File: src/rtl/pzvip_gpio_ctrl.sv
// Purpose : two-requester GPIO controller; masked writes with hold time, and
//           masked polls of the input pins with optional timeout.
// Latency : write updates the pins on the accept edge; response follows
//           count+1 cycles later. Poll responds the cycle after a match/timeout.
// Backpr. : req_ready only in IDLE for the granted requester. The response is
//           held stable until rsp_ready of the granted requester.
//
// Ports:
//   clk, reset          - single clock, asynchronous active-high reset
//   req_valid/req_ready - per-requester command handshake (2 requesters)
//   req_poll            - per-requester opcode: 0 = write, 1 = poll
//   req_mask/data/oe    - per-requester WIDTH-bit slices [i*WIDTH +: WIDTH]
//   req_count           - per-requester COUNT_W-bit hold (write) / timeout (poll)
//   rsp_valid/rsp_ready - per-requester completion handshake
//   rsp_timeout         - qualifies rsp_valid: 1 = poll timed out
//   gpio_value_out      - driven pin values
//   gpio_output_enable  - per-pin drive enable
//   gpio_value_in       - pin values, asynchronous to clk
//
// Build option: define PZVIP_GPIO_CTRL_SYNC_EN to pass gpio_value_in through a
// 2-flop synchronizer before the poll compare (adds 2 cycles of pin latency).
// Without it the compare uses gpio_value_in directly.

module pzvip_gpio_ctrl #(
  parameter int WIDTH   = 32,
  parameter int COUNT_W = 16
) (
  input  logic                 clk,
  input  logic                 reset,
  input  logic [1:0]           req_valid,
  output logic [1:0]           req_ready,
  input  logic [1:0]           req_poll,
  input  logic [2*WIDTH-1:0]   req_mask,
  input  logic [2*WIDTH-1:0]   req_data,
  input  logic [2*WIDTH-1:0]   req_oe,
  input  logic [2*COUNT_W-1:0] req_count,
  output logic [1:0]           rsp_valid,
  input  logic [1:0]           rsp_ready,
  output logic                 rsp_timeout,
  output logic [WIDTH-1:0]     gpio_value_out,
  output logic [WIDTH-1:0]     gpio_output_enable,
  input  logic [WIDTH-1:0]     gpio_value_in
);

  typedef enum logic [1:0] {
    IDLE = 2'd0,
    HOLD = 2'd1,
    POLL = 2'd2,
    RESP = 2'd3
  } state_t;

  localparam logic [COUNT_W-1:0] CNT_ONE = COUNT_W'(1);

  state_t             state;
  logic               ptr;       // requester with priority at the next grant
  logic               gnt;       // requester owning the command in flight
  logic [WIDTH-1:0]   cmd_mask;
  logic [WIDTH-1:0]   cmd_data;
  logic [COUNT_W-1:0] cnt;
  logic               poll_inf;  // poll issued with count 0: never times out

  // ---------------------------------------------------------------------------
  // Pin sampling
  // ---------------------------------------------------------------------------
  logic [WIDTH-1:0] in_s;

`ifdef PZVIP_GPIO_CTRL_SYNC_EN
  logic [WIDTH-1:0] sync_q1;
  logic [WIDTH-1:0] sync_q2;

  always_ff @(posedge clk or posedge reset) begin
    if (reset) begin
      sync_q1 <= '0;
      sync_q2 <= '0;
    end else begin
      sync_q1 <= gpio_value_in;
      sync_q2 <= sync_q1;
    end
  end

  assign in_s = sync_q2;
`else
  assign in_s = gpio_value_in;
`endif

  // ---------------------------------------------------------------------------
  // Arbitration: the pointer requester wins if valid, otherwise the other one.
  // ---------------------------------------------------------------------------
  logic               sel;
  logic               sel_vld;
  logic [1:0]         sel_oh;
  logic               sel_poll;
  logic [WIDTH-1:0]   sel_mask;
  logic [WIDTH-1:0]   sel_data;
  logic [WIDTH-1:0]   sel_oe;
  logic [COUNT_W-1:0] sel_count;

  always_comb begin
    sel = ptr;
    if (!req_valid[ptr]) begin
      sel = ~ptr;
    end
  end

  assign sel_vld   = |req_valid;
  assign sel_oh    = sel ? 2'b10 : 2'b01;
  assign sel_poll  = sel ? req_poll[1] : req_poll[0];
  assign sel_mask  = sel ? req_mask[WIDTH +: WIDTH]      : req_mask[0 +: WIDTH];
  assign sel_data  = sel ? req_data[WIDTH +: WIDTH]      : req_data[0 +: WIDTH];
  assign sel_oe    = sel ? req_oe[WIDTH +: WIDTH]        : req_oe[0 +: WIDTH];
  assign sel_count = sel ? req_count[COUNT_W +: COUNT_W] : req_count[0 +: COUNT_W];

  // Accept is combinational in IDLE; forced low while reset is asserted so
  // nothing can be granted before the first edge after release.
  assign req_ready = (state == IDLE && sel_vld && !reset) ? sel_oh : 2'b00;

  logic [1:0] gnt_oh;
  assign gnt_oh = gnt ? 2'b10 : 2'b01;

  // Masked equality: bits outside the mask never block a match, so mask = 0
  // matches on the first compare.
  logic poll_match;
  assign poll_match = ((in_s ^ cmd_data) & cmd_mask) == '0;

  // ---------------------------------------------------------------------------
  // Control FSM with registered outputs.
  // cnt only ever loads a COUNT_W-bit value and decrements while above one, so
  // it cannot wrap in either direction.
  // ---------------------------------------------------------------------------
  always_ff @(posedge clk or posedge reset) begin
    if (reset) begin
      state              <= IDLE;
      ptr                <= 1'b0;
      gnt                <= 1'b0;
      cmd_mask           <= '0;
      cmd_data           <= '0;
      cnt                <= '0;
      poll_inf           <= 1'b0;
      rsp_valid          <= 2'b00;
      rsp_timeout        <= 1'b0;
      gpio_value_out     <= '0;
      gpio_output_enable <= '0;
    end else begin
      unique case (state)
        IDLE: begin
          if (sel_vld) begin
            gnt      <= sel;
            cmd_mask <= sel_mask;
            cmd_data <= sel_data;
            cnt      <= sel_count;
            poll_inf <= (sel_count == '0);
            if (sel_poll) begin
              state <= POLL;
            end else begin
              gpio_value_out     <= (gpio_value_out & ~sel_mask) | (sel_data & sel_mask);
              gpio_output_enable <= (gpio_output_enable & ~sel_mask) | (sel_oe & sel_mask);
              if (sel_count != '0) begin
                state <= HOLD;
              end else begin
                state       <= RESP;
                rsp_valid   <= sel_oh;
                rsp_timeout <= 1'b0;
              end
            end
          end
        end

        // Entered with cnt = hold count; leaves after exactly that many cycles.
        HOLD: begin
          if (cnt <= CNT_ONE) begin
            state       <= RESP;
            rsp_valid   <= gnt_oh;
            rsp_timeout <= 1'b0;
          end else begin
            cnt <= cnt - 1'b1;
          end
        end

        // A match is checked first so that it wins on the final timed cycle.
        POLL: begin
          if (poll_match) begin
            state       <= RESP;
            rsp_valid   <= gnt_oh;
            rsp_timeout <= 1'b0;
          end else if (!poll_inf) begin
            if (cnt <= CNT_ONE) begin
              state       <= RESP;
              rsp_valid   <= gnt_oh;
              rsp_timeout <= 1'b1;
            end else begin
              cnt <= cnt - 1'b1;
            end
          end
        end

        // Only the owner's rsp_ready is looked at. Returning to IDLE (rather
        // than granting here) keeps a one-cycle gap before the next accept.
        RESP: begin
          if (rsp_ready[gnt]) begin
            state       <= IDLE;
            ptr         <= ~gnt;
            rsp_valid   <= 2'b00;
            rsp_timeout <= 1'b0;
          end
        end

        default: begin
          state <= IDLE;
        end
      endcase
    end
  end

endmodule

File: config.mk
export PLATFORM = sky130hd
export DESIGN_NAME = pzvip_gpio_ctrl
export DESIGN_NICKNAME = d
export VERILOG_FILES = /design/src/rtl/pzvip_gpio_ctrl.sv
export SDC_FILE = /design/constraint.sdc
export NUM_CORES = 1
export LEC_CHECK = 0
export ABC_CLOCK_PERIOD_IN_PS = 10300
export CAP_MARGIN = 20
export CORE_ASPECT_RATIO = 1.4
export CORE_MARGIN = 1
export CORE_UTILIZATION = 45
export DETAILED_ROUTE_END_ITERATION = 7
export GPL_TIMING_DRIVEN = 1
export PLACE_DENSITY = 0.84
export SYNTH_ARGS = -nofsm -noshare
export SYNTH_HDL_FRONTEND = slang
export SYNTH_SLANG_ARGS = --single-unit
File: constraint.sdc
create_clock -name clk -period 10.3 [get_ports clk]
set_input_delay 2.575 -clock clk [delete_from_list [all_inputs] [get_ports clk]]
set_output_delay 2.575 -clock clk [all_outputs]
set_load 0.005 [all_outputs]
==> impl_results.md, run 1 <==
- Synth Area in Simple Gates: 17.15%
- Drt pass-1 iters: 5
- DR WL/cell: 18.33 um
- Synth unique cells: 52
- Hold_ws: 0.4827 ns
- WS Path Type: in2out
- XOR/XNOR Fraction of Synth Area: 3.563%
- Detail Placement HPWL: 19860 um
- Worst stage delay on the critical path: 0.57 ns
- Global-route wire length before repair: 40020 um
- CP delay by family, top: buffers and inverters
- Max Root-Sink Buffers: 2
- Ys async rst share: 100.0%
- Cell Rows: 56
- Vias in the first global route: 7671
- R2r setup slk: 7.09 ns
- Mapped Nets: 1145
- Final #Nets: 1459
- Achievable frequency: 0.1446 GHz
- Most used cell, CP: clkdlybuf4s50_1
- Synth-to-layout area growth: 52.70%
- Io pins: 333
- # hold bufs at CTS: 0
- R2r startpoint: ptr
- Total number of vias: 7753
- Mux cell area share after synthesis: 9.354%
- Share of layout cells above drive strength 1: 4.413%
- Arrival @ worst endpoint: 4.34 ns
- Syn avg cell area: 8.999 um^2
- Setup WS post-layout: 3.386 ns
- CTS H-tree depth: 4
- Core ar.: 16960 um^2
- DRC viols: 0
- CP Capture Type: output port
- CTS tree: done
- Post-CTS Setup Bufs: 0
- Yosys top cell by area: dfrtp_1
- Ys flop type: dfrtp_1
- Peak supply drop: 138.0 uV
- PwrDens: 259.8 nW/um^2
- Largest net degree at the start of global routing: 133
- Post-synth EDFFs: 0
- Warnings from Yosys: 0
- Vias/cell: 5.410
- Largest family of logic cells by synthesized area: compound AO/OA/AOI/OAI gates
- Ant. Diodes: 0
- Post-synthesis compound-gate area fraction: 17.55%
- Leakage power: 5.121 nW
- CP startpoint: req_valid[0]
- Detail Route Antenna Nets: 0
- Initial antenna violation count: 0
- Initial core utilization: 46.38%
- Minimum clock period: 6.914 ns
- Die Y: 158.4 um
- Clk Tree Root Cell: clkbuf_16
- Setup WS pre-CTS: 3.397 ns
- Post-Synthesis Cells: 874
- Worst-Skew Late Latency: 0.43 ns
- Adder-Cell Fraction of Synth Area: 1.114%
- Initial DRC Count: 515
- Max Cap Viol: 0
- Fin Setup TNS: 0 ns
- CP startpoint kind: input port
- DRT Wirelength: 26270 um
- Synthesized area: 7865 um^2
- Port bufs: 332
- Routability cong.: 0.8646
- Worst path depth: 5
- Cell Area, Placed: 11370 um^2
- Final worst-path cycle share: 67.12%
- Fin area: 12010 um^2
- Critical Path Fanout Max: 3
- Critical Path Slowest Stage Cell: clkdlybuf4s50_1
- Layout Cells excl Fill: 1433
- Reg clk slew, reported paths: 0.06 ns
- Crit-path cells: clkdlybuf4s50_1 -> inv_1 -> mux2_2 -> nor3_1 -> clkdlybuf4s50_1
- Seq cells post-synth: 152
- WP data required: 7.73 ns
- Bufs and invs on worst path: 3
- # setup viols final: 0
- Hold Vio Cnt, Final: 0
- CP endpoint: req_ready[0]
- Worst reg2reg path depth: 7
- Post-synth top area share: 48.36%
- Clock skew: 0.01241 ns
- Total congestion overflow: 0
- HP Class: reg2reg
- Placed Cells: 1399
- CTS Sinks: 152
- Die area: 18020 um^2
- Slew Viols, Final: 0
- Sequential element share of the synthesized area: 48.36%
- Status: complete, no violations
- RSZ-0062 raised after global routing: no
- Number of buffers created by CTS: 17
- Slew @ Worst Pin: 0.9547 ns
- Slew HR: 36.35%
- CTS resizes: 0
- Total track usage: 29.20%
- Synth area leaders: dfrtp_1, mux2i_1, nand2_1, nor2_1, o21ai_0
- Die X: 113.7 um
## how the worst min path moves through the flow
stage / startpoint / endpoint / slack (ns) / cells past startpoint
2_1_floorplan: cmd_mask[10] / cmd_mask[10] / 0.45 / 2
3_3_place_gp: cmd_mask[13] / cmd_mask[13] / 0.46 / 2
3_5_place_dp: cmd_mask[9] / cmd_mask[9] / 0.47 / 2
4_1_cts: cmd_mask[9] / cmd_mask[9] / 0.49 / 2
5_1_grt: cmd_mask[11] / cmd_mask[11] / 0.51 / 2
6_report: cmd_mask[3] / cmd_mask[3] / 0.48 / 2
## placed cells by master (no fill, tap or decap), types with 2 or more instances in the layout
cell type,n
dfrtp_1,152
nand4_1,7
ha_1,7
clkinv_4,3
o21ai_4,2
buf_4,8
inv_6,3
bufinv_16,2
clkbuf_1,3
clkbuf_16,17
o21ai_0,78
a22oi_1,17
clkinv_2,3
or4_1,2
nand2_1,155
mux2_2,4
or3_1,4
o21ai_1,2
o32ai_1,7
buf_16,2
inv_1,8
o22ai_1,3
nand3_1,9
xor2_1,32
nor4_1,10
a21boi_0,2
o31ai_1,3
a31oi_1,37
o21a_1,2
nor2_1,125
a22o_1,7
clkdlybuf4s50_1,332
nor3_1,8
a21oi_1,50
o211ai_1,2
o22a_1,2
mux2i_1,68
clkbuf_8,2
## logic make-up (layout without fill, tap and decap cells)
kind of cell / after synthesis / count (layout)
buffers and inverters: 56 / 383
adders and majority gates: 7 / 7
and+or+nand+nor: 327 / 327
muxes: 73 / 73
DFF: 152 / 152
xor gates and xnor gates: 32 / 32
AOI/OAI and AO/OA: 227 / 227
## synth_stat cells, drive strengths merged (2+ instances only)
cell,instances
buf,12
o31ai,3
mux2,4
o22ai,3
a22o,7
nand3,9
inv,9
a31oi,37
or4,2
clkbuf,35
nor4,12
o22a,2
nand4,7
o21ai,82
nor2,126
dfrtp,152
a21boi,2
mux2i,69
a22oi,17
or3,4
o211ai,2
xor2,32
nor3,8
nand2,155
a21oi,50
ha,7
o21a,2
o32ai,7
## final cells by class
type	instances	area, um^2
Clock inverter	10	118.9
Timing Repair Buffer	342	3438
Clock buffer	22	464.2
Inverter	9	38.79
Sequential cell	152	3804
Multi-Input combinational cell	666	3856
Tap cell	232	290.3
Fill cell	1382	4946
## stage by stage
stage | util [%] | total power [W]
floorplan | - | 0.001854
global placement | 67.07 | 0.002425
detailed placement | 67.07 | 0.002480
CTS | 70.51 | 0.003113
global route | 70.83 | 0.003331
finish | 70.83 | 0.003120
## layer usage
layer / vias up / part of all wire, % / global-route usage, %
met5: - / 0 / 0
met4: 0 / 1.6 / 8.333
met2: 322 / 54 / 55.14
met3: 35 / 6.2 / 7.271
met1: 3678 / 38 / 32.09
li1: 3718 / - / -
## power by group
group	total (W)	internal [W]	leakage, nW	switching [W]
Combinational	0.00139	0.000693	3.04	0.000698
Sequential	0.00110	0.000894	1.79	0.000210
Clock	0.000625	0.000371	0.289	0.000253
## tightest hold or removal path: stages, from the launching register on
cell	delay, ns
dfrtp_1	0.34
nand2_1	0.05
o21ai_0	0.06
Power figures use the tool's default switching activity.
==> run 2, diff against run 1 <==
- ABC_CLOCK_PERIOD_IN_PS: 10300 -> 7000
- CORE_UTILIZATION: 45 -> 43
- PLACE_DENSITY: 0.84 -> 0.81
- clock period: 10.3 -> 7 ns (I/O delays scaled with it)
==> run 2 against run 1 <==
Critical path depth is the same. Worst setup slack worse by 1.6 ns. Non-clock buffer count down 2. Largest power group unchanged.
==> impl_results.md, run 2 (synthesis gave the netlist of run 1 again) <==
- CP startpoint kind: input port
- Io pins: 333 (unchanged)
- Hold Path Stages: 2 (unchanged)
- Peak supply drop: 182.3 uV (+32%)
- Initial DRC Count: 440 (-15%)
- WP data required: 5.25 ns (-2.48 ns)
- # setup viols final: 0 (unchanged)
- Initial antenna violation count: 0 (unchanged)
- Slew @ Worst Pin: 0.9466 ns (-0.008098 ns)
- CTS resizes: 0 (unchanged)
- Most used cell, CP: clkdlybuf4s50_1
- DR WL/cell: 18.25 um (-0.46%)
- Post-CTS Setup Bufs: 0 (unchanged)
- Total congestion overflow: 0 (unchanged)
- Crit-path cells: clkdlybuf4s50_1 -> inv_1 -> mux2_2 -> nor3_1 -> clkdlybuf4s50_1
- Clk Tree Root Cell: clkbuf_16
- Final worst-path cycle share: 74.28%
- Reg clk slew, reported paths: 0.06 ns (about the same)
- Number of buffers created by CTS: 17 (unchanged)
- Critical Path Slowest Stage Cell: clkdlybuf4s50_1
- Detail Route Antenna Nets: 0 (unchanged)
- Total number of vias: 7715 (-0.49%)
- HP Class: reg2reg
- Layout Cells excl Fill: 1437 (+0.28%)
- R2r startpoint: state[0]
- Core ar.: 17920 um^2 (+5.7%)
- Global-route wire length before repair: 40370 um (+0.86%)
- Fin Setup TNS: 0 ns (unchanged)
- CTS tree: done
- Share of layout cells above drive strength 1: 4.261% (-0.15 points)
- GRT met2 Usage: 50.30% (-4.8 points)
- Slew Viols, Final: 0 (unchanged)
- Port bufs: 332 (unchanged)
- Setup WS pre-CTS: 1.828 ns (-1.568 ns)
- Vias/cell: 5.369 (-0.77%)
- Clock skew: 0.01165 ns (-0.0007540 ns)
- Vias in the first global route: 7868 (+2.6%)
- CP delay by family, top: buffers and inverters
- Drt pass-1 iters: 4 (-1)
- Die Y: 162.0 um (+2.3%)
- Synth-to-layout area growth: 52.56% (about the same)
- Commonest non-fill, non-tap cell in the layout: clkdlybuf4s50_1
- R2r setup slk: 3.58 ns (-3.51 ns)
- Initial core utilization: 43.88% (-2.5 points)
- WS Path Type: in2out
- Status: complete, no violations
- Hold path start: cmd_mask[5]
- GRT met3 Usage: 5.970% (-1.3 points)
- Max Root-Sink Buffers: 2 (unchanged)
- Final #Nets: 1457 (-0.14%)
- Critical Path Fanout Max: 3 (unchanged)
- Worst-Skew Late Latency: 0.41 ns (-0.02 ns)
- Total track usage: 28.46% (-0.74 points)
- Hold Vio Cnt, Final: 0 (unchanged)
- Placed Cells: 1407 (+0.57%)
- Total power draw: 0.004598 W (+47%)
- Worst stage delay on the critical path: 0.57 ns (about the same)
- Gr busiest metal: met2
- Routability cong.: 0.8896 (+2.9%)
- DRT Wirelength: 26220 um (-0.18%)
- Most frequent cells in the layout: clkdlybuf4s50_1, nand2_1, dfrtp_1, nor2_1, o21ai_0
- Detail Placement HPWL: 19840 um (-0.11%)
- CTS H-tree depth: 4 (unchanged)
- Cell Rows: 58 (+3.6%)
- Ant. Diodes: 0 (unchanged)
- Largest net degree at the start of global routing: 115 (-14%)
- Fin area: 12000 um^2 (about the same)
- Hold Crit Endpoint: cmd_mask[5]
- Met1 Resource Use GR: 32.48% (+0.39 points)
- PwrDens: 383.2 nW/um^2 (+48%)
- Arrival @ worst endpoint: 3.45 ns (-0.89 ns)
- Slew HR: 36.89% (+0.54 points)
- Minimum clock period: 5.199 ns
- Max Cap Viol: 0 (unchanged)
- Setup WS post-layout: 1.801 ns (-1.585 ns)
- # hold bufs at CTS: 0 (unchanged)
- DRC viols: 0 (unchanged)
- RSZ-0062 raised after global routing: no
- Achievable frequency: 0.1923 GHz
- Die X: 116.3 um (+2.3%)
- Bufs and invs on worst path: 3 (unchanged)
- Leakage power: 5.097 nW (-0.45%)
- CP Capture Type: output port
- CTS Sinks: 152 (unchanged)
- Die area: 18840 um^2 (+4.6%)
- Cell Area, Placed: 11380 um^2 (about the same)
- Worst reg2reg path depth: 8 (+1)
-- run 2: cell count changes in the layout (fill, tap and decap cells not counted), moves of 2 or more --
cell and change:
clkinvlp_4 +3, buf_16 -2, bufinv_16 +2, clkbuf_1 -2
clkinv_2 -2
-- run 2: stage by stage --
stage	util, %	hold slack, ns
finish	66.94	0.4801
global route	66.94	0.5240
CTS	66.94	0.4877
detailed placement	63.50	0.4737
global placement	63.50	0.4622
floorplan	-	0.4502
-- run 2: metal layers --
| metal | up-vias | part of all wire, % | wire [um] |
|---|---|---|---|
| met4 | 0 | 3.4 | 886 |
| met1 | 3655 | 39 | 10130 |
| met5 | - | 0 | 0 |
| met2 | 289 | 52 | 13740 |
| met3 | 59 | 5.6 | 1474 |
| li1 | 3712 | - | - |
-- run 2: how the worst max path moves through the flow --
stage,from,end,cells past startpoint
after floorplan,reset,async pin,1
after global placement,req_valid[0],req_ready[0],5
after detailed placement,req_valid[0],req_ready[0],5
after CTS,req_valid[0],req_ready[0],5
after global routing,req_valid[0],req_ready[0],5
final,req_valid[0],req_ready[0],5
-- run 2: power by group --
group | internal, W | total [W] | leakage, nW | switching, W
registers | 0.00132 | 0.00162 | 1.79 | 0.000307
clock network | 0.000604 | 0.000964 | 0.292 | 0.000360
logic | 0.00100 | 0.00201 | 3.01 | 0.00101
-- run 2: layout make-up --
class | instances | area, um^2
multi-input cells | 666 | 3856
flip-flops and latches | 152 | 3804
fillers | 1501 | 5926
well taps | 240 | 300.3
repair buffers | 340 | 3383
clock inverters | 11 | 173.9
clock buffers | 19 | 442.9
inverters | 9 | 38.79
-- run 2: worst reg2reg max path: cells and delay by family (launching register included) --
| family | cells | cell delay [ns] |
|---|---|---|
| and+or+nand+nor | 3 | 1.29 |
| buffers and inverters | 2 | 0.88 |
| adders and majority gates | 1 | 0.39 |
| DFF | 1 | 0.41 |
| AOI/OAI and AO/OA | 2 | 0.33 |
==> run 3, diff against run 2 <==
- ABC_CLOCK_PERIOD_IN_PS: 7000 -> 4600
- CORE_UTILIZATION: 43 -> 39
- PLACE_DENSITY: 0.81 -> 0.77
- clock period: 7 -> 4.6 ns (I/O delays scaled with it)
==> run 3 against run 2 <==
Largest cell class unchanged. Critical path depth is the same. Worst setup slack lost 1.2 ns. Design area grew 0.24%.
==> impl_results.md, run 3 (synthesis gave the netlist of run 1 again) <==
- Hold path start: cmd_mask[24]
- Status: complete, no violations
- Clk pwr share: 20.6% (-0.4 points)
- CP startpoint kind: input port
- Detail Route Antenna Nets: 0 (unchanged)
- CTS H-tree depth: 4 (unchanged)
- Hold Vio Cnt, Final: 0 (unchanged)
- # hold bufs at CTS: 0 (unchanged)
- Drt pass-1 iters: 5 (+1)
- Sequential share of power: 35.5% (+0.2 points)
- Total congestion overflow: 0 (unchanged)
- Slew Viols, Final: 0 (unchanged)
- Number of buffers created by CTS: 17 (unchanged)
- R2r startpoint: cnt[2]
- Global-route wire length before repair: 39750 um (-1.5%)
- Slew @ Worst Pin: 1.035 ns (+0.08879 ns)
- Share of layout cells above drive strength 1: 4.496% (+0.24 points)
- Post-CTS Setup Bufs: 0 (unchanged)
- Hold Crit Endpoint: cmd_mask[24]
- Synth-to-layout area growth: 52.93%
- Initial DRC Count: 478 (+8.6%)
- Cell Rows: 61 (+5.2%)
- WS Path Type: in2out
- Commonest non-fill, non-tap cell in the layout: clkdlybuf4s50_1
- Die X: 122.0 um (+4.9%)
- Largest net degree at the start of global routing: 137 (+19%)
- CP Capture Type: output port
- HP Class: reg2reg
- DR WL/cell: 17.53 um (-3.9%)
- Ant. Diodes: 0 (unchanged)
- PwrDens: 576.8 nW/um^2 (+51%)
- Arrival @ worst endpoint: 2.83 ns (-0.62 ns)
- Critical Path Fanout Max: 3 (unchanged)
- Vias/cell: 5.188 (-3.4%)
- Vias in the first global route: 7573 (-3.7%)
- FILL cells: 1738 (+16%)
- Worst reg2reg path depth: 6 (-2)
- RSZ-0062 raised after global routing: no
- Power share of the combinational group: 43.9% (+0.2 points)
- Port bufs: 332 (unchanged)
- Routability cong.: 0.8748 (-1.7%)
- Core ar.: 19840 um^2 (+11%)
- Hold Path Stages: 2 (unchanged)
- DRC viols: 0 (unchanged)
- Sw Ratio: 36.70% (+0.29 points)
- Clock skew: 0.01523 ns (+0.003577 ns)
- Die area: 20750 um^2 (+10%)
- Sw Pwr: 0.002547 W (+52%)
- Max Cap Viol: 0 (unchanged)
- Initial core utilization: 39.63% (-4.2 points)
- WP data required: 3.45 ns (-1.80 ns)
- Io pins: 333 (unchanged)
- Final worst-path cycle share: 86.51%
- Final #Nets: 1459 (+0.14%)
- CTS Sinks: 152 (unchanged)
- Initial antenna violation count: 0 (unchanged)
- Minimum clock period: 3.979 ns
- R2r setup slk: 1.75 ns (-1.83 ns)
- Peak supply drop: 314.8 uV (+73%)
- Reg clk slew, reported paths: 0.06 ns (about the same)
- Worst R2R End: cnt[15]
- Total number of vias: 7538 (-2.3%)
- Leakage power: 5.110 nW (+0.24%)
- Worst-Skew Late Latency: 0.42 ns (about the same)
- Fin Setup TNS: 0 ns (unchanged)
- Internal: 0.004392 W (+50%)
- Detail Placement HPWL: 19510 um (-1.7%)
- Die Y: 170.0 um (+4.9%)
- # setup viols final: 0 (unchanged)
- Max Root-Sink Buffers: 2 (unchanged)
- Total power draw: 0.006938 W (+51%)
- CTS resizes: 0 (unchanged)
- Clk Tree Root Cell: clkbuf_16
- Total track usage: 25.28% (-3.2 points)
- CTS tree: done
- Slew HR: 30.97% (-5.9 points)
- Most frequent cells in the layout: clkdlybuf4s50_1, nand2_1, dfrtp_1, nor2_1, o21ai_0
- DRT Wirelength: 25480 um (-2.8%)
- Achievable frequency: 0.2513 GHz
run 3: power by group through the flow:
stage,Clock [W],Sequential [W],Combinational (W)
finish,0.00143,0.00246,0.00305
global route,0.00151,0.00255,0.00341
floorplan,0,0.00239,0.00176
global placement,0,0.00245,0.00300
CTS,0.00146,0.00247,0.00308
detailed placement,0,0.00248,0.00306
run 3: critical path, stage by stage:
cell and delay (ns):
clkdlybuf4s50_1 0.56, inv_1 0.11, mux2_2 0.28, nor3_1 0.16, clkdlybuf4s50_1 0.56
run 3: per-stage QoR:
step / area [um^2] / util, % / setup slack (ns) / hold WS [ns] / cells
CTS: 12030 / 60.61 / 0.6206 / 0.4845 / 1453
finish: 12030 / 60.61 / 0.6205 / 0.4804 / 1453
detailed placement: 11420 / 57.57 / 0.6200 / 0.4707 / 1421
global placement: 11420 / 57.57 / 0.6115 / 0.4625 / 1421
floorplan: 7869 / - / 1.122 / 0.4502 / 874
global route: 12030 / 60.61 / 0.5821 / 0.4954 / 1453
run 3: final cells by class:
cell class	count	area (um^2)	share of cell area (%)
clock buffer	19	432.9	3.599
clock inverter	13	171.4	1.425
inverter	9	37.54	0.3121
multi-input combinational	666	3856	32.06
sequential	152	3804	31.62
tap	252	315.3	2.621
timing repair buffer	342	3411	28.36
run 3: how the worst max path moves through the flow:
| stage | startpoint | endpoint | slack (ns) | cells past startpoint |
|---|---|---|---|---|
| after floorplan | req_valid[0] | req_ready[1] | 1.12 | 6 |
| after global placement | req_valid[0] | req_ready[0] | 0.61 | 5 |
| after detailed placement | req_valid[0] | req_ready[0] | 0.62 | 5 |
| after CTS | req_valid[0] | req_ready[0] | 0.62 | 5 |
| after global routing | req_valid[0] | req_ready[0] | 0.58 | 5 |
| final | req_valid[0] | req_ready[0] | 0.62 | 5 |
run 3: layer usage:
metal,wire (um),up-vias,global-route usage [%]
li1,-,3720,-
met1,10020,3503,28.74
met2,13390,270,45.32
met3,1337,45,5.328
met4,730,0,10.25
met5,0,-,0
